==> config.mk <==
export PLATFORM = sky130hd
export DESIGN_NAME = pipe_ctrl_flat
export DESIGN_NICKNAME = d
export VERILOG_FILES = /design/src/rtl/pipe_ctrl_pkg.sv /design/src/rtl/pipe_ctrl_if.sv /design/src/rtl/pipe_ctrl_hazard_det.sv /design/src/rtl/pipe_ctrl.sv /design/src/flat_wrapper.sv
export SDC_FILE = /design/constraint.sdc
export NUM_CORES = 1
export LEC_CHECK = 0
export ABC_AREA = 1
export CAP_MARGIN = 10
export CORE_ASPECT_RATIO = 0.9
export CORE_MARGIN = 4
export CORE_UTILIZATION = 35
export CTS_BUF_LIST = sky130_fd_sc_hd__clkbuf_8
export DETAILED_ROUTE_END_ITERATION = 12
export DONT_BUFFER_PORTS = 1
export PLACE_DENSITY = 0.6
export SKIP_CTS_REPAIR_TIMING = 1
export SYNTH_ARGS = -nofsm -noshare
export SYNTH_HDL_FRONTEND = slang
export SYNTH_SLANG_ARGS = --single-unit
export TNS_END_PERCENT = 10
==> constraint.sdc <==
create_clock -name clk -period 4.1 [get_ports clk]
set_input_delay 0.615 -clock clk [delete_from_list [all_inputs] [get_ports clk]]
set_output_delay 0.615 -clock clk [all_outputs]
set_load 0.005 [all_outputs]
==> src/rtl/pipe_ctrl_pkg.sv <==
`default_nettype none
// ============================================================================
// Module      : pipe_ctrl_pkg
// Description : Shared state encodings, NOP encoding and hold bundle type.
// Revision    : 1.0 - initial release
// ============================================================================
package pipe_ctrl_pkg;

  localparam logic [1:0]  STATE_RUN      = 2'd0;
  localparam logic [1:0]  STATE_MD_WAIT  = 2'd1;
  localparam logic [1:0]  STATE_BUS_WAIT = 2'd2;

  // Instruction loaded by the pipeline registers on flush: ADDI x0,x0,0
  localparam logic [31:0] NOP_INSN       = 32'h0000_0013;

  typedef struct packed {
    logic pc;
    logic if_id;
    logic id_ex;
  } hold_t;

  function automatic hold_t all_hold(input logic en);
    all_hold = '{pc: en, if_id: en, id_ex: en};
  endfunction

endpackage
`default_nettype wire

==> src/rtl/pipe_ctrl_if.sv <==
`default_nettype none
// ============================================================================
// Module      : pipe_ctrl_if
// Description : Hazard/stall request and control bundle around pipe_ctrl.
// Revision    : 1.0 - initial release
// ============================================================================
interface pipe_ctrl_if;

  logic        jump_en_i;
  logic [31:0] jump_addr_i;
  logic [4:0]  id_rs1_addr_i;
  logic [4:0]  id_rs2_addr_i;
  logic        id_rs1_used_i;
  logic        id_rs2_used_i;
  logic        ex_load_i;
  logic [4:0]  ex_rd_addr_i;
  logic        mem_busy_i;
  logic        md_start_i;
  logic        md_done_i;
  logic        hold_pc_o;
  logic        hold_if_id_o;
  logic        hold_id_ex_o;
  logic        flush_if_id_o;
  logic        flush_id_ex_o;
  logic        redirect_en_o;
  logic [31:0] redirect_addr_o;
  logic        bus_err_o;
  logic [1:0]  state_o;

  modport slave (
    input  jump_en_i, jump_addr_i, id_rs1_addr_i, id_rs2_addr_i,
           id_rs1_used_i, id_rs2_used_i, ex_load_i, ex_rd_addr_i,
           mem_busy_i, md_start_i, md_done_i,
    output hold_pc_o, hold_if_id_o, hold_id_ex_o, flush_if_id_o,
           flush_id_ex_o, redirect_en_o, redirect_addr_o, bus_err_o, state_o
  );

  modport master (
    output jump_en_i, jump_addr_i, id_rs1_addr_i, id_rs2_addr_i,
           id_rs1_used_i, id_rs2_used_i, ex_load_i, ex_rd_addr_i,
           mem_busy_i, md_start_i, md_done_i,
    input  hold_pc_o, hold_if_id_o, hold_id_ex_o, flush_if_id_o,
           flush_id_ex_o, redirect_en_o, redirect_addr_o, bus_err_o, state_o
  );

endinterface
`default_nettype wire

==> src/rtl/pipe_ctrl_hazard_det.sv <==
`default_nettype none
// ============================================================================
// Module      : hazard_det
// Description : Combinational load-use comparator between EX and ID.
// Revision    : 1.0 - initial release
// ============================================================================
module hazard_det (
  input  logic       ex_load_i,
  input  logic [4:0] ex_rd_addr_i,
  input  logic [4:0] id_rs1_addr_i,
  input  logic [4:0] id_rs2_addr_i,
  input  logic       id_rs1_used_i,
  input  logic       id_rs2_used_i,
  output logic       load_use_o
);

  logic w_rs1_hit;
  logic w_rs2_hit;

  assign w_rs1_hit  = id_rs1_used_i && (id_rs1_addr_i == ex_rd_addr_i);
  assign w_rs2_hit  = id_rs2_used_i && (id_rs2_addr_i == ex_rd_addr_i);
  // x0 never carries a real dependency
  assign load_use_o = ex_load_i && (ex_rd_addr_i != 5'd0) && (w_rs1_hit || w_rs2_hit);

endmodule
`default_nettype wire

==> src/rtl/pipe_ctrl.sv <==
`default_nettype none
// ============================================================================
// Module      : pipe_ctrl
// Description : RV32I 5-stage hazard/stall controller with bus timeout.
//               Optional PIPE_CTRL_PERF_EN adds stall/flush event counters.
// Revision    : 1.0 - initial release
// ============================================================================
module pipe_ctrl
  import pipe_ctrl_pkg::*;
#(
  parameter int BUS_TIMEOUT = 16,
  parameter int TO_W        = 5
) (
  input  logic        clk,
  input  logic        rst_n,
  pipe_ctrl_if.slave  bus
`ifdef PIPE_CTRL_PERF_EN
  ,
  output logic [31:0] stall_cnt_o,
  output logic [31:0] flush_cnt_o
`endif
);

  localparam logic [TO_W-1:0] c_TIMEOUT = TO_W'(BUS_TIMEOUT);

  logic [1:0]      r_state;
  logic [TO_W-1:0] r_cnt;
  logic [1:0]      w_next_state;
  logic [TO_W-1:0] w_next_cnt;
  hold_t           w_hold;
  logic            w_flush_if_id;
  logic            w_flush_id_ex;
  logic            w_redirect;
  logic            w_bus_err;
  logic            w_load_use;

  hazard_det u_hazard_det (
    .ex_load_i     (bus.ex_load_i),
    .ex_rd_addr_i  (bus.ex_rd_addr_i),
    .id_rs1_addr_i (bus.id_rs1_addr_i),
    .id_rs2_addr_i (bus.id_rs2_addr_i),
    .id_rs1_used_i (bus.id_rs1_used_i),
    .id_rs2_used_i (bus.id_rs2_used_i),
    .load_use_o    (w_load_use)
  );

  always_comb begin
    w_next_state  = r_state;
    w_next_cnt    = r_cnt;
    w_hold        = all_hold(1'b0);
    w_flush_if_id = 1'b0;
    w_flush_id_ex = 1'b0;
    w_redirect    = 1'b0;
    w_bus_err     = 1'b0;
    case (r_state)
      STATE_RUN: begin
        w_next_cnt = '0;
        if (bus.mem_busy_i) begin
          w_hold       = all_hold(1'b1);
          w_next_state = STATE_BUS_WAIT;
          w_next_cnt   = TO_W'(1);
        end else if (bus.jump_en_i) begin
          w_redirect    = 1'b1;
          w_flush_if_id = 1'b1;
          w_flush_id_ex = 1'b1;
        end else if (bus.md_start_i) begin
          w_hold       = all_hold(1'b1);
          w_next_state = STATE_MD_WAIT;
        end else if (w_load_use) begin
          w_hold.pc     = 1'b1;
          w_hold.if_id  = 1'b1;
          w_flush_id_ex = 1'b1;
        end
      end
      STATE_MD_WAIT: begin
        if (bus.md_done_i) begin
          w_next_state = STATE_RUN;
        end else begin
          w_hold = all_hold(1'b1);
        end
      end
      STATE_BUS_WAIT: begin
        if (!bus.mem_busy_i) begin
          w_next_state = STATE_RUN;
          w_next_cnt   = '0;
        end else if (r_cnt == c_TIMEOUT) begin
          w_bus_err    = 1'b1;
          w_next_state = STATE_RUN;
          w_next_cnt   = '0;
        end else begin
          w_hold     = all_hold(1'b1);
          w_next_cnt = r_cnt + TO_W'(1);
        end
      end
      default: begin
        w_next_state = STATE_RUN;
        w_next_cnt   = '0;
      end
    endcase
  end

  // Controls are forced quiet while reset is asserted, whatever the state
  assign bus.hold_pc_o       = rst_n & w_hold.pc;
  assign bus.hold_if_id_o    = rst_n & w_hold.if_id;
  assign bus.hold_id_ex_o    = rst_n & w_hold.id_ex;
  assign bus.flush_if_id_o   = rst_n & w_flush_if_id;
  assign bus.flush_id_ex_o   = rst_n & w_flush_id_ex;
  assign bus.redirect_en_o   = rst_n & w_redirect;
  assign bus.redirect_addr_o = (rst_n & w_redirect) ? bus.jump_addr_i : 32'h0;
  assign bus.bus_err_o       = rst_n & w_bus_err;
  assign bus.state_o         = r_state;

  always_ff @(posedge clk) begin
    if (!rst_n) begin
      r_state <= STATE_RUN;
      r_cnt   <= '0;
    end else begin
      r_state <= w_next_state;
      r_cnt   <= w_next_cnt;
    end
  end

`ifdef PIPE_CTRL_PERF_EN
  logic [31:0] r_stall_cnt;
  logic [31:0] r_flush_cnt;

  always_ff @(posedge clk) begin
    if (!rst_n) begin
      r_stall_cnt <= 32'h0;
      r_flush_cnt <= 32'h0;
    end else begin
      if (rst_n & w_hold.pc)      r_stall_cnt <= r_stall_cnt + 32'h1;
      if (rst_n & w_flush_if_id)  r_flush_cnt <= r_flush_cnt + 32'h1;
    end
  end

  assign stall_cnt_o = r_stall_cnt;
  assign flush_cnt_o = r_flush_cnt;
`endif

endmodule
`default_nettype wire

==> src/flat_wrapper.sv <==
// flat-port wrapper written by rule: the top's interface ports become plain ports
module pipe_ctrl_flat import pipe_ctrl_pkg::*;
#(
  parameter int BUS_TIMEOUT = 16,
  parameter int TO_W        = 5
)
  (clk, rst_n, bus_jump_en_i, bus_jump_addr_i, bus_id_rs1_addr_i, bus_id_rs2_addr_i, bus_id_rs1_used_i, bus_id_rs2_used_i, bus_ex_load_i, bus_ex_rd_addr_i, bus_mem_busy_i, bus_md_start_i, bus_md_done_i, bus_hold_pc_o, bus_hold_if_id_o, bus_hold_id_ex_o, bus_flush_if_id_o, bus_flush_id_ex_o, bus_redirect_en_o, bus_redirect_addr_o, bus_bus_err_o, bus_state_o);
  pipe_ctrl_if bus_i ();
  input  logic clk;
  input  logic rst_n;
  input wire logic [$bits(bus_i.jump_en_i)-1:0] bus_jump_en_i;
  input wire logic [$bits(bus_i.jump_addr_i)-1:0] bus_jump_addr_i;
  input wire logic [$bits(bus_i.id_rs1_addr_i)-1:0] bus_id_rs1_addr_i;
  input wire logic [$bits(bus_i.id_rs2_addr_i)-1:0] bus_id_rs2_addr_i;
  input wire logic [$bits(bus_i.id_rs1_used_i)-1:0] bus_id_rs1_used_i;
  input wire logic [$bits(bus_i.id_rs2_used_i)-1:0] bus_id_rs2_used_i;
  input wire logic [$bits(bus_i.ex_load_i)-1:0] bus_ex_load_i;
  input wire logic [$bits(bus_i.ex_rd_addr_i)-1:0] bus_ex_rd_addr_i;
  input wire logic [$bits(bus_i.mem_busy_i)-1:0] bus_mem_busy_i;
  input wire logic [$bits(bus_i.md_start_i)-1:0] bus_md_start_i;
  input wire logic [$bits(bus_i.md_done_i)-1:0] bus_md_done_i;
  output wire logic [$bits(bus_i.hold_pc_o)-1:0] bus_hold_pc_o;
  output wire logic [$bits(bus_i.hold_if_id_o)-1:0] bus_hold_if_id_o;
  output wire logic [$bits(bus_i.hold_id_ex_o)-1:0] bus_hold_id_ex_o;
  output wire logic [$bits(bus_i.flush_if_id_o)-1:0] bus_flush_if_id_o;
  output wire logic [$bits(bus_i.flush_id_ex_o)-1:0] bus_flush_id_ex_o;
  output wire logic [$bits(bus_i.redirect_en_o)-1:0] bus_redirect_en_o;
  output wire logic [$bits(bus_i.redirect_addr_o)-1:0] bus_redirect_addr_o;
  output wire logic [$bits(bus_i.bus_err_o)-1:0] bus_bus_err_o;
  output wire logic [$bits(bus_i.state_o)-1:0] bus_state_o;
  assign bus_i.jump_en_i = bus_jump_en_i;
  assign bus_i.jump_addr_i = bus_jump_addr_i;
  assign bus_i.id_rs1_addr_i = bus_id_rs1_addr_i;
  assign bus_i.id_rs2_addr_i = bus_id_rs2_addr_i;
  assign bus_i.id_rs1_used_i = bus_id_rs1_used_i;
  assign bus_i.id_rs2_used_i = bus_id_rs2_used_i;
  assign bus_i.ex_load_i = bus_ex_load_i;
  assign bus_i.ex_rd_addr_i = bus_ex_rd_addr_i;
  assign bus_i.mem_busy_i = bus_mem_busy_i;
  assign bus_i.md_start_i = bus_md_start_i;
  assign bus_i.md_done_i = bus_md_done_i;
  assign bus_hold_pc_o = bus_i.hold_pc_o;
  assign bus_hold_if_id_o = bus_i.hold_if_id_o;
  assign bus_hold_id_ex_o = bus_i.hold_id_ex_o;
  assign bus_flush_if_id_o = bus_i.flush_if_id_o;
  assign bus_flush_id_ex_o = bus_i.flush_id_ex_o;
  assign bus_redirect_en_o = bus_i.redirect_en_o;
  assign bus_redirect_addr_o = bus_i.redirect_addr_o;
  assign bus_bus_err_o = bus_i.bus_err_o;
  assign bus_state_o = bus_i.state_o;
  pipe_ctrl #(.BUS_TIMEOUT(BUS_TIMEOUT), .TO_W(TO_W)) u_core (.clk(clk), .rst_n(rst_n), .bus(bus_i));
endmodule
# ---- Yosys cells after proc, flatten, opt, wreduce, memory -nomap -nowiden
# Cells that the tools add are included.
dict set report classes {
  n_addsub 1
  n_eq_ne 9
  muxes 32
  n_bitwise 6
  reduce_logical 8
}
# op count
set ops {}
lappend ops {{$mux W32} 1}
lappend ops {{$mux W2} 8}
lappend ops {{$mux W3} 5}
lappend ops {{$pmux W5 S3} 1}
lappend ops {{$mux W1} 13}
lappend ops {{$eq A5 B5 Y1} 2}
lappend ops {{$mux W5} 2}
lappend ops {{$pmux W3 S3} 1}
lappend ops {{$and A1 B1 Y1} 6}
lappend ops {{$ne A3 B3 Y1 const B} 2}
lappend ops {{$pmux W2 S3} 1}
lappend ops {{$add A5 B1 Y5 const B} 1}
lappend ops {{$eq A5 B5 Y1 const B} 1}
lappend ops {{$reduce_bool A5 Y1} 1}
lappend ops {{$logic_and A1 B1 Y1} 4}
lappend ops {{$reduce_and A4 Y1} 1}
lappend ops {{$ne A3 B2 Y1 const B} 1}
lappend ops {{$eq A2 B1 Y1 const B} 1}
lappend ops {{$eq A2 B2 Y1 const B} 1}
lappend ops {{$logic_not A2 Y1} 1}
lappend ops {{$ne A2 B2 Y1 const B} 1}
lappend ops {{$logic_or A1 B1 Y1} 1}
dict set report totals {
  reg_bits 7
  in_bits 56
  output_inout_bits 41
  elab_cells 58
}

# ---- Logic depth before layout (Yosys ltp)
# Gate-level depths: netlist of run 1.
dict set report logic_depth {
  ltp_word 10
  mapped_depth 9
  mapped_depth_nobuf 8
}

# ---- By module
# Synthesis of run 1 repeated with hierarchy kept, for this count alone.
dict set report unflattened {
  hier_cells 202
  area_unflattened_um2 1253.7
}
# mod n_inst cells_per_inst area_each_um2 seq_area_each_um2
set by_module_without_submodules {}
lappend by_module_without_submodules {pipe_ctrl 1 147 1037.2 140.1}
lappend by_module_without_submodules {hazard_det 1 55 216.5 0.0}

# ---- Worst setup path before layout of run 1
# No wires, ideal clock.
dict set report synth_timing {
  kind {input to output}
  start {in rst_n}
  end {out bus_redirect_en_o}
  t_arrival_ps 1353
  slack_ps 2132
  stages 6
  path_buffers 2
  path_cell_list {clkinv_1 nor2_4 nand2_4 buf_6 inv_1 buf_4}
}
dict set report synth_via {
  elab_chain_cells 1
}
# element line_no
set synth_lines {}
lappend synth_lines {{start: declaration} flat_wrapper.sv:10} ;# input logic rst_n;
lappend synth_lines {{$and A1 B1 Y1} n/a}
lappend synth_lines {{end: declaration} flat_wrapper.sv:27} ;# output wire logic [$bits(bus_i.redirect_en_o)-1:0] bus_redirect_en_o;
# No other way between the ends.

# ---- Worst setup path in the final report of run 1
dict set report layout_timing {
  start {reg u_core.r_state[0] (netlist: u_core.bus.state_o[0])}
  end {out bus_hold_pc_o}
}
dict set report layout_via {
  elab_chain_cells 3
  word_cells_on_any_way 5
  classes_between {eq/ne: 2; mux: 1; bitwise: 1; reduce/logical: 1}
}
# element line_no
set layout_lines {}
lappend layout_lines {{start: declaration} pipe_ctrl.sv:26} ;# logic [1:0] r_state;
lappend layout_lines {{start signal: assignment} pipe_ctrl.sv:118} ;# r_state <= w_next_state;
lappend layout_lines {{$eq A2 B2 Y1, or another cell as far along} pipe_ctrl.sv:55} ;# case (r_state)
lappend layout_lines {{$pmux W3 S3 (*)} pipe_ctrl.sv:55}
lappend layout_lines {{$and A1 B1 Y1 (*)} pipe_ctrl.sv:103} ;# assign bus.hold_pc_o = rst_n & w_hold.pc;
lappend layout_lines {{end: declaration} flat_wrapper.sv:22} ;# output wire logic [$bits(bus_i.hold_pc_o)-1:0] bus_hold_pc_o;
# Every way passes the cells marked *; elsewhere a longest branch is shown, timed or not.

==> impl_metrics.yaml, run 1 <==
critical_path:
  r2r_cells: 7
  required_ps: 3480
  reg2reg_setup_slack_ps: 2890
  path_class: "register to output pin"
  timing.critical_path.mode_cell: "nand2_1"
  cp-start-kind: "register"
  crit_path_max_fanout: 6
  cpLargestDelayFamily: "simple AND/OR/NAND/NOR gates"
  critical_path.slowest_cell: "dfxtp_1"
  path_cells: "inv_1 -> nor2_4 -> nand2_2 -> nand2_1 -> a21oi_1 -> or2_1 -> nand2_1"
  r2r_end: "u_core.bus.state_o[0]"
  timing.rr.start: "u_core.bus.state_o[0]"
  arrival_ps: 1530
  crit_buf_inv: 1
  cpPeakStageDelay_ps: 470
  cp-end-kind: "output pin"
global_route:
  grt_max_degree: 34
  grt_overflow: 0
  grt_util_all_layers: 0.1206
  grt_pass1_wl_um: 3650
  grt_pass1_vias: 884
  antenna_found_initial: 0
sta:
  hold_viol: 0
  slew_headroom: 0.7272
  setup_viol: 0
  rsz0062_at_grt: "false"
  worst_slack_ps: 1956
  clock_skew_ps: 5.386
  setup_tns_ps: 0
  slew_violations: 0
  timing.final.crit_share: 0.5230
  timing.final.crit_period_ps: 2144
  tightest_slew_ps: 405.4
  fmax_ghz: 0.4664
synthesis:
  ys_seq_area_frac: 0.1381
  ys_seq_elements: 7
  async_flop_share: 0
  avgSynthCellArea_um2: 5.204
  synth_edf_count: 0
  syn-num-nets: 253
  synth_top_area_share: 0.2145
  yosys_warnings: 0
  synthTopCellsByArea: "inv_1 (21%), nand2_1 (17%), dfxtp_1 (14%)"
  synth_ff_type: "dfxtp_1"
  synth_cells: 195
  syn_area_um2: 1015
  synth.distinct_cells: 21
  yosysTopAreaCell: "inv_1"
detailed_routing:
  dr.pass1.iters: 4
  via_count: 1012
  wl_per_cell_um: 10.46
  drtIter0Drc: 20
  wirelength_um: 2448
  ant_nets: 0
  drc: 0
  vias_per_cell: 4.325
die:
  die_area_um2: 3826
  initial_core_util: 0.3663
  die_y_um: 59.08
  core_um2: 2770
  pin_count: 97
  die_w_um: 64.76
  num_rows: 18
final_layout:
  seq_area_um2: 140.1
  nets: 253
  multi_input_area_um2: 604.3
  antenna_cells: 0
  syn_to_final_growth_pct: 4.563
  drive_gt1_frac: 0.1392
  final_area_um2: 1061
  fillers: 335
  utilization: 0.3830
worst_hold_path:
  hold_class: "register to register"
  hold_end: "u_core.r_cnt[3]"
  hold_depth: 2
  min_from: "u_core.r_cnt[3]"
cts:
  htree_levels: 1
  clockBufferDepth: 2
  cts_tree: "built"
  clkSlewWorstSetupHoldPaths_ps: 40
  numCtsBuffers: 3
  root_buffer: "clkbuf_8"
  clk_latency_ps: 230
  cts.sinks: 7
pwr:
  power.share.sequential: 0.329
  power_mw: 0.2339
  powerDensity_nw_per_um2: 220.5
  power_leakage_nw: 0.6729
  ir_worst_vdd_uv: 292.7
  switching_share: 0.3291
  clockPowerShare: 0.403
  p_switching_mw: 0.07699
  p_int_mw: 0.1569
  pwr-share-comb: 0.268
run:
  max_cap_viol_count: 0
place:
  dp_worst_setup_slack_ps: 1954
  placed_cell_area_um2: 1016
  dp_hpwl_um: 2153
  gp_congestion: 0.7775
  portBuffers: 0
outcome:
  status: "complete, no violations"
metrics by stage:
stage / std cells / hold slack, ps
global placement: 230 / 482.7
CTS: 234 / 483.5
global route: 234 / 512.6
detailed placement: 230 / 476.8
floorplan: 195 / 456.4
finish: 234 / 486.1
routing by layer:
metal  wire length, um  vias up  GRT usage
li1                  -      548          -
met1              1014      403     0.1343
met2              1112       61     0.2187
met3               321        0    0.05693
met4                 0        0   0.009036
met5                 0        -          0
worst max path at each step:
stage,from,to,cells after the start
2_1_floorplan,rst_n,bus_redirect_en_o,6
3_3_place_gp,rst_n,bus_redirect_addr_o[30],4
3_5_place_dp,rst_n,bus_redirect_addr_o[29],4
4_1_cts,u_core.bus.state_o[0],bus_hold_pc_o,7
5_1_grt,u_core.bus.state_o[0],bus_hold_pc_o,7
6_report,u_core.bus.state_o[0],bus_hold_pc_o,7
cell families after synthesis:
| group | after synthesis | synth area share |
|---|---|---|
| AND/OR/NAND/NOR | 109 | 0.4957 |
| buffers and inverters | 64 | 0.2663 |
| AO/OA/AOI/OAI | 11 | 0.05796 |
| flip-flops | 7 | 0.1381 |
| XOR/XNOR | 2 | 0.01727 |
| adder cells (fa/ha/maj) | 2 | 0.02466 |
cells in the mapped netlist (3+ instances only):
| cell type | n |
|---|---|
| nand2_2 | 4 |
| nand3_1 | 7 |
| o21ai_0 | 3 |
| nor2_1 | 28 |
| dfxtp_1 | 7 |
| nor2_2 | 17 |
| a21oi_1 | 6 |
| inv_1 | 58 |
| nand2_1 | 46 |
| buf_6 | 3 |
power groups by stage:
stage	Clock, mW	Combinational [mW]	Sequential, mW
after floorplan	0	0.0590	0.0767
after global placement	0	0.0638	0.0781
after detailed placement	0	0.0639	0.0782
after CTS	0.0976	0.0642	0.0771
after global routing	0.102	0.0748	0.0776
final	0.0943	0.0627	0.0769
cell usage in the layout (no fill, tap or decap):
cell / Yosys / routed
inv_1: 58 / 59
nand2_1: 46 / 46
nor2_1: 28 / 28
nor2_2: 17 / 17
nand3_1: 7 / 7
dfxtp_1: 7 / 7
a21oi_1: 6 / 6
nand2_2: 4 / 4
o21ai_0: 3 / 3
clkbuf_8: 0 / 3
nor2_4: 2 / 2
nor4_1: 2 / 2
xor2_1: 2 / 2
ha_1: 2 / 2
clkinv_1: 1 / 1
nand2_4: 1 / 1
nand4_1: 1 / 1
or2_1: 1 / 1
a22oi_1: 1 / 1
a31oi_1: 1 / 1
worst register-to-register path, stage by stage (launching register included):
cell     delay, ps
dfxtp_1        470
inv_1          120
nor2_4         170
nand2_2         80
nand3_1         80
o21ai_0         90
nand2_1         70
inv_1           30
sequential cells by signal (all words and copies together), names as in the netlist:
name / flops
u_core.bus.state_o: 2
u_core.r_cnt: 5
layout make-up:
type	instances	area share
Multi-Input combinational cell	124	0.5696
Inverter	59	0.2087
Sequential cell	7	0.1321
Tap cell	40	0.04717
Clock buffer	3	0.03892
Clock inverter	1	0.003538
Note: power is estimated with default switching activity, not from simulation.
==> run 2, diff against run 1 <==
--- a/config.mk
+++ b/config.mk
@@ -13,7 +13,7 @@
 export CTS_BUF_LIST = sky130_fd_sc_hd__clkbuf_8
 export DETAILED_ROUTE_END_ITERATION = 12
 export DONT_BUFFER_PORTS = 1
-export PLACE_DENSITY = 0.6
+export PLACE_DENSITY = 0.62
 export SKIP_CTS_REPAIR_TIMING = 1
 export SYNTH_ARGS = -nofsm -noshare
 export SYNTH_HDL_FRONTEND = slang
==> constraint.sdc (replaced) <==
create_clock -name clk -period 1.9 [get_ports clk]
set_input_delay 0.285 -clock clk [delete_from_list [all_inputs] [get_ports clk]]
set_output_delay 0.285 -clock clk [all_outputs]
set_load 0.005 [all_outputs]
==> run 2 against run 1 <==
Count of clock-buffer cells in the layout did not move. Combinational power rose by 120%. First-iteration DRC count rose by 40%. Sequential power rose by 120%. Routed wire length rose by 3.9%. Critical path type unchanged. Highest routed layer is now met4.
==> impl_metrics.yaml, run 2 (synthesis results as in run 1) <==
sta:
  timing.final.crit_share: 0.9293
  fmax_ghz: 0.5663
  slew_violations: 0
  setup_viol: 0
  rsz0062_at_grt: "false"
  hold_viol: 0
  timing.final.crit_period_ps: 1766
  worst_slack_ps: 134.3
  setup_tns_ps: 0
  slew_headroom: 0.7268
  tightest_slew_ps: 406.1
  clock_skew_ps: 2.006
pwr:
  powerDensity_nw_per_um2: 476.9
  pwr-share-comb: 0.272
  switching_share: 0.3326
  ir_worst_vdd_uv: 645.5
  power_leakage_nw: 0.6713
  power.share.sequential: 0.322
  p_switching_mw: 0.1719
  clockPowerShare: 0.406
  p_int_mw: 0.3449
  power_mw: 0.5168
global_route:
  grt_util_all_layers: 0.1237
  grt_pass1_wl_um: 3698
  grt_overflow: 0
  antenna_found_initial: 0
  grt_max_degree: 34
  grt_pass1_vias: 877
cts:
  clk_latency_ps: 230
  cts_tree: "built"
  cts.sinks: 7
  clkSlewWorstSetupHoldPaths_ps: 40
  htree_levels: 1
  clockBufferDepth: 2
  root_buffer: "clkbuf_8"
  numCtsBuffers: 3
place:
  portBuffers: 0
  dp_worst_setup_slack_ps: 328.3
  gp_congestion: 0.7992
  dp_hpwl_um: 2231
critical_path:
  r2r_cells: 7
  timing.rr.start: "u_core.r_cnt[1]"
  timing.critical_path.mode_cell: "nand2_2"
  arrival_ps: 1480
  reg2reg_setup_slack_ps: 670
  cp-end-kind: "output pin"
  critPathLaunch: "u_core.r_cnt[1]"
  cpLargestDelayFamily: "simple AND/OR/NAND/NOR gates"
  r2r_end: "u_core.r_cnt[0]"
  crit_path_max_fanout: 4
  crit_buf_inv: 1
  cp-start-kind: "register"
  cp_num_cells: 8
  required_ps: 1620
  path_cells: "inv_1 -> ha_1 -> nand3_1 -> nand2_2 -> nand2_1 -> a21oi_1 -> or2_1 -> nand2_2"
  critical_path.slowest_cell: "dfxtp_1"
  path_class: "register to output pin"
  cpPeakStageDelay_ps: 370
  endpoint: "bus_hold_pc_o"
die:
  core_um2: 2770
  initial_core_util: 0.3663
  die_area_um2: 3826
  die_w_um: 64.76
  pin_count: 97
  die_y_um: 59.08
  num_rows: 18
detailed_routing:
  wl_per_cell_um: 10.83
  vias_per_cell: 4.413
  drc: 0
  via_count: 1037
  ant_nets: 0
  wirelength_um: 2544
  drtIter0Drc: 28
  dr.pass1.iters: 4
final_layout:
  nets: 254
  final_common_cell: "inv_1"
  drive_gt1_frac: 0.1641
  layout_common_cells: "inv_1 (58), nand2_1 (45), nor2_1 (28), nor2_2 (17), nand3_1 (7)"
  syn_to_final_growth_pct: 6.782
  largest_reg_flops: 5
  top_register: "u_core.r_cnt"
  antenna_cells: 0
  utilization: 0.3911
run:
  max_cap_viol_count: 0
outcome:
  status: "complete, no violations"
worst_hold_path:
  hold_class: "input port to register"
==> run 2: worst reg2reg max path, cell delays in order, from the launching register on <==
cell and delay, ps:
dfxtp_1 370, inv_1 70, ha_1 190, nand3_1 110, nand2_2 80, inv_1 120
nand2_1 70, a31oi_1 150
==> run 2: cell type report <==
| class | count | area (um2) |
|---|---|---|
| Tap cell | 40 | 50.05 |
| Timing Repair Buffer | 1 | 7.507 |
| Clock inverter | 1 | 5.005 |
| Fill cell | 318 | 1687 |
| Multi-Input combinational cell | 124 | 615.6 |
| Sequential cell | 7 | 142.6 |
| Clock buffer | 3 | 41.29 |
| Inverter | 59 | 221.5 |
==> run 2: stage by stage <==
| step | instance area (um2) | std cells | hold slack, ps |
|---|---|---|---|
| 2_1_floorplan | 1015 | 195 | 382.6 |
| 3_3_place_gp | 1023 | 231 | 393.2 |
| 3_5_place_dp | 1023 | 231 | 390.0 |
| 4_1_cts | 1070 | 235 | 153.4 |
| 5_1_grt | 1084 | 235 | 160.8 |
| 6_report | 1084 | 235 | 154.1 |
==> run 2: routing by layer <==
metal  GRT usage  wire length, um  part of all wire
met5           0                0                 0
met4     0.02108               16            0.0063
met3     0.06641              389              0.15
met2      0.2289             1179              0.46
met1      0.1250              958              0.38
==> run 2: worst min path at each step <==
stage                from                    end  slack, ps  cells past startpoint
finish              rst_n  u_core.bus.state_o[0]        150                      2
global route        rst_n  u_core.bus.state_o[0]        160                      2
CTS                 rst_n  u_core.bus.state_o[0]        150                      2
detailed placement  rst_n  u_core.bus.state_o[0]        390                      2
global placement    rst_n  u_core.bus.state_o[0]        390                      2
floorplan           rst_n  u_core.bus.state_o[0]        380                      2
==> run 2: power by group through the flow <==
stage | clock (mW) | sequential (mW) | combinational [mW]
final | 0.210 | 0.166 | 0.141
after global routing | 0.225 | 0.168 | 0.163
after CTS | 0.214 | 0.166 | 0.141
after detailed placement | 0 | 0.168 | 0.139
after global placement | 0 | 0.168 | 0.139
after floorplan | 0 | 0.165 | 0.127
==> run 3, diff against run 2 <==
--- a/config.mk
+++ b/config.mk
@@ -9,11 +9,11 @@
 export CAP_MARGIN = 10
 export CORE_ASPECT_RATIO = 0.9
 export CORE_MARGIN = 4
-export CORE_UTILIZATION = 35
+export CORE_UTILIZATION = 40
 export CTS_BUF_LIST = sky130_fd_sc_hd__clkbuf_8
 export DETAILED_ROUTE_END_ITERATION = 12
 export DONT_BUFFER_PORTS = 1
-export PLACE_DENSITY = 0.62
+export PLACE_DENSITY = 0.67
 export SKIP_CTS_REPAIR_TIMING = 1
 export SYNTH_ARGS = -nofsm -noshare
 export SYNTH_HDL_FRONTEND = slang
==> run 3 against run 2 <==
Clock power is 2% lower. Die area down 11%. Non-clock buffer count fell by 1. Count of clock-buffer cells in the layout unchanged. First-iteration DRC count stayed put. Via count down 1.4%. Clock skew is 3.0 ps higher. Register-to-register slack improved by 20 ps. Critical path depth is 1 lower. Worst hold slack better by 2.9 ps. Combinational power fell by 3%.
==> impl_metrics.yaml, run 3 (synthesis results as in run 1) <==
outcome:
  status: "complete, no violations"
critical_path:
  required_ps: 1620
  crit_path_max_fanout: 5
  path_class: "register to output pin"
  timing.rr.start: "u_core.bus.state_o[1]"
  critPathLaunch: "u_core.bus.state_o[1]"
  arrival_ps: 1470
  cp-start-kind: "register"
  cp-end-kind: "output pin"
final_layout:
  final_area_um2: 1060
  syn_to_final_growth_pct: 4.439
  final_common_cell: "inv_1"
  antenna_cells: 0
  layout_common_cells: "inv_1 (59), nand2_1 (45), nor2_1 (28), nor2_2 (17), nand3_1 (7)"
  top_register: "u_core.r_cnt"
  finalNonFillerCells: 222
  nets: 253
  drive_gt1_frac: 0.1546
  fillers: 276
  largest_reg_flops: 5
cts:
  numCtsBuffers: 3
  clockBufferDepth: 2
  htree_levels: 1
  clkSlewWorstSetupHoldPaths_ps: 40
  cts.sinks: 7
  root_buffer: "clkbuf_8"
  clk_latency_ps: 230
  cts_tree: "built"
place:
  dp.cells: 218
  portBuffers: 0
  placed_cell_area_um2: 1001
  gp_congestion: 0.7928
  dp_hpwl_um: 2078
detailed_routing:
  wl_per_cell_um: 10.60
  via_count: 1023
  vias_per_cell: 4.608
  dr.pass1.iters: 4
  drtIter0Drc: 28
  drc: 0
  wirelength_um: 2354
  ant_nets: 0
worst_hold_path:
  hold_class: "input port to register"
  min_from: "rst_n"
run:
  max_cap_viol_count: 0
sta:
  rsz0062_at_grt: "false"
  slew_headroom: 0.7617
  slew_violations: 0
  clock_skew_ps: 4.974
  setup_tns_ps: 0
  timing.final.crit_share: 0.9230
  tightest_slew_ps: 354.2
  timing.final.crit_period_ps: 1754
  hold_viol: 0
  fmax_ghz: 0.5702
  setup_viol: 0
die:
  core_um2: 2446
  die_y_um: 55.78
  die_w_um: 61.09
  num_rows: 17
  initial_core_util: 0.4148
  die_area_um2: 3408
  pin_count: 97
pwr:
  ir_worst_vdd_uv: 564.2
  powerDensity_nw_per_um2: 479.4
  power_leakage_nw: 0.6680
global_route:
  grt_pass1_vias: 897
  grt_max_degree: 34
  antenna_found_initial: 0
  grt_overflow: 0
  grt_pass1_wl_um: 3636
  grt_util_all_layers: 0.1352
==> run 3: final timing paths <==
check	end	slack, ps	depth (start not counted)
setup / recovery	bus_hold_pc_o	150	7
hold / removal	u_core.bus.state_o[0]	160	2
setup reg to reg	u_core.r_cnt[0]	690	6
hold reg to reg	u_core.r_cnt[3]	480	2
==> run 3: area by class of cell <==
cell class	instances	area, um2	area share
inverters	59	221.5	0.2090
clock inverters	1	3.754	0.003542
well taps	28	35.03	0.03306
clock buffers	3	41.29	0.03896
flip-flops and latches	7	142.6	0.1346
multi-input cells	124	615.6	0.5809
==> run 3: routing by layer <==
metal / share of wire / GRT usage
met5: 0 / 0
met4: 0.019 / 0.03406
met3: 0.15 / 0.06729
met2: 0.44 / 0.2160
met1: 0.40 / 0.1576
==> run 3: power by group <==
| group | internal, mW | switching [mW] | total [mW] |
|---|---|---|---|
| logic | 0.0460 | 0.0911 | 0.137 |
| registers | 0.155 | 0.0109 | 0.166 |
| clock network | 0.140 | 0.0653 | 0.205 |
==> run 3: worst max-delay path, stage by stage (launching register included) <==
cell and delay (ps):
dfxtp_1 480, nand2_2 90, nor2_2 130, nand2_2 90
nand2_1 60, a21oi_1 40, or2_1 250, nand2_2 90
==> run 3: stage by stage <==
stage,setup WS (ps),power (mW),hold slack (ps),util
after global placement,327.8,0.3029,396.2,0.4092
after CTS,58.58,0.5137,152.0,0.4276
after floorplan,364.7,0.2928,382.6,-
after global routing,8.280,0.5553,150.3,0.4332
final,146.2,0.5081,157.0,0.4332
after detailed placement,320.8,0.3038,391.6,0.4092
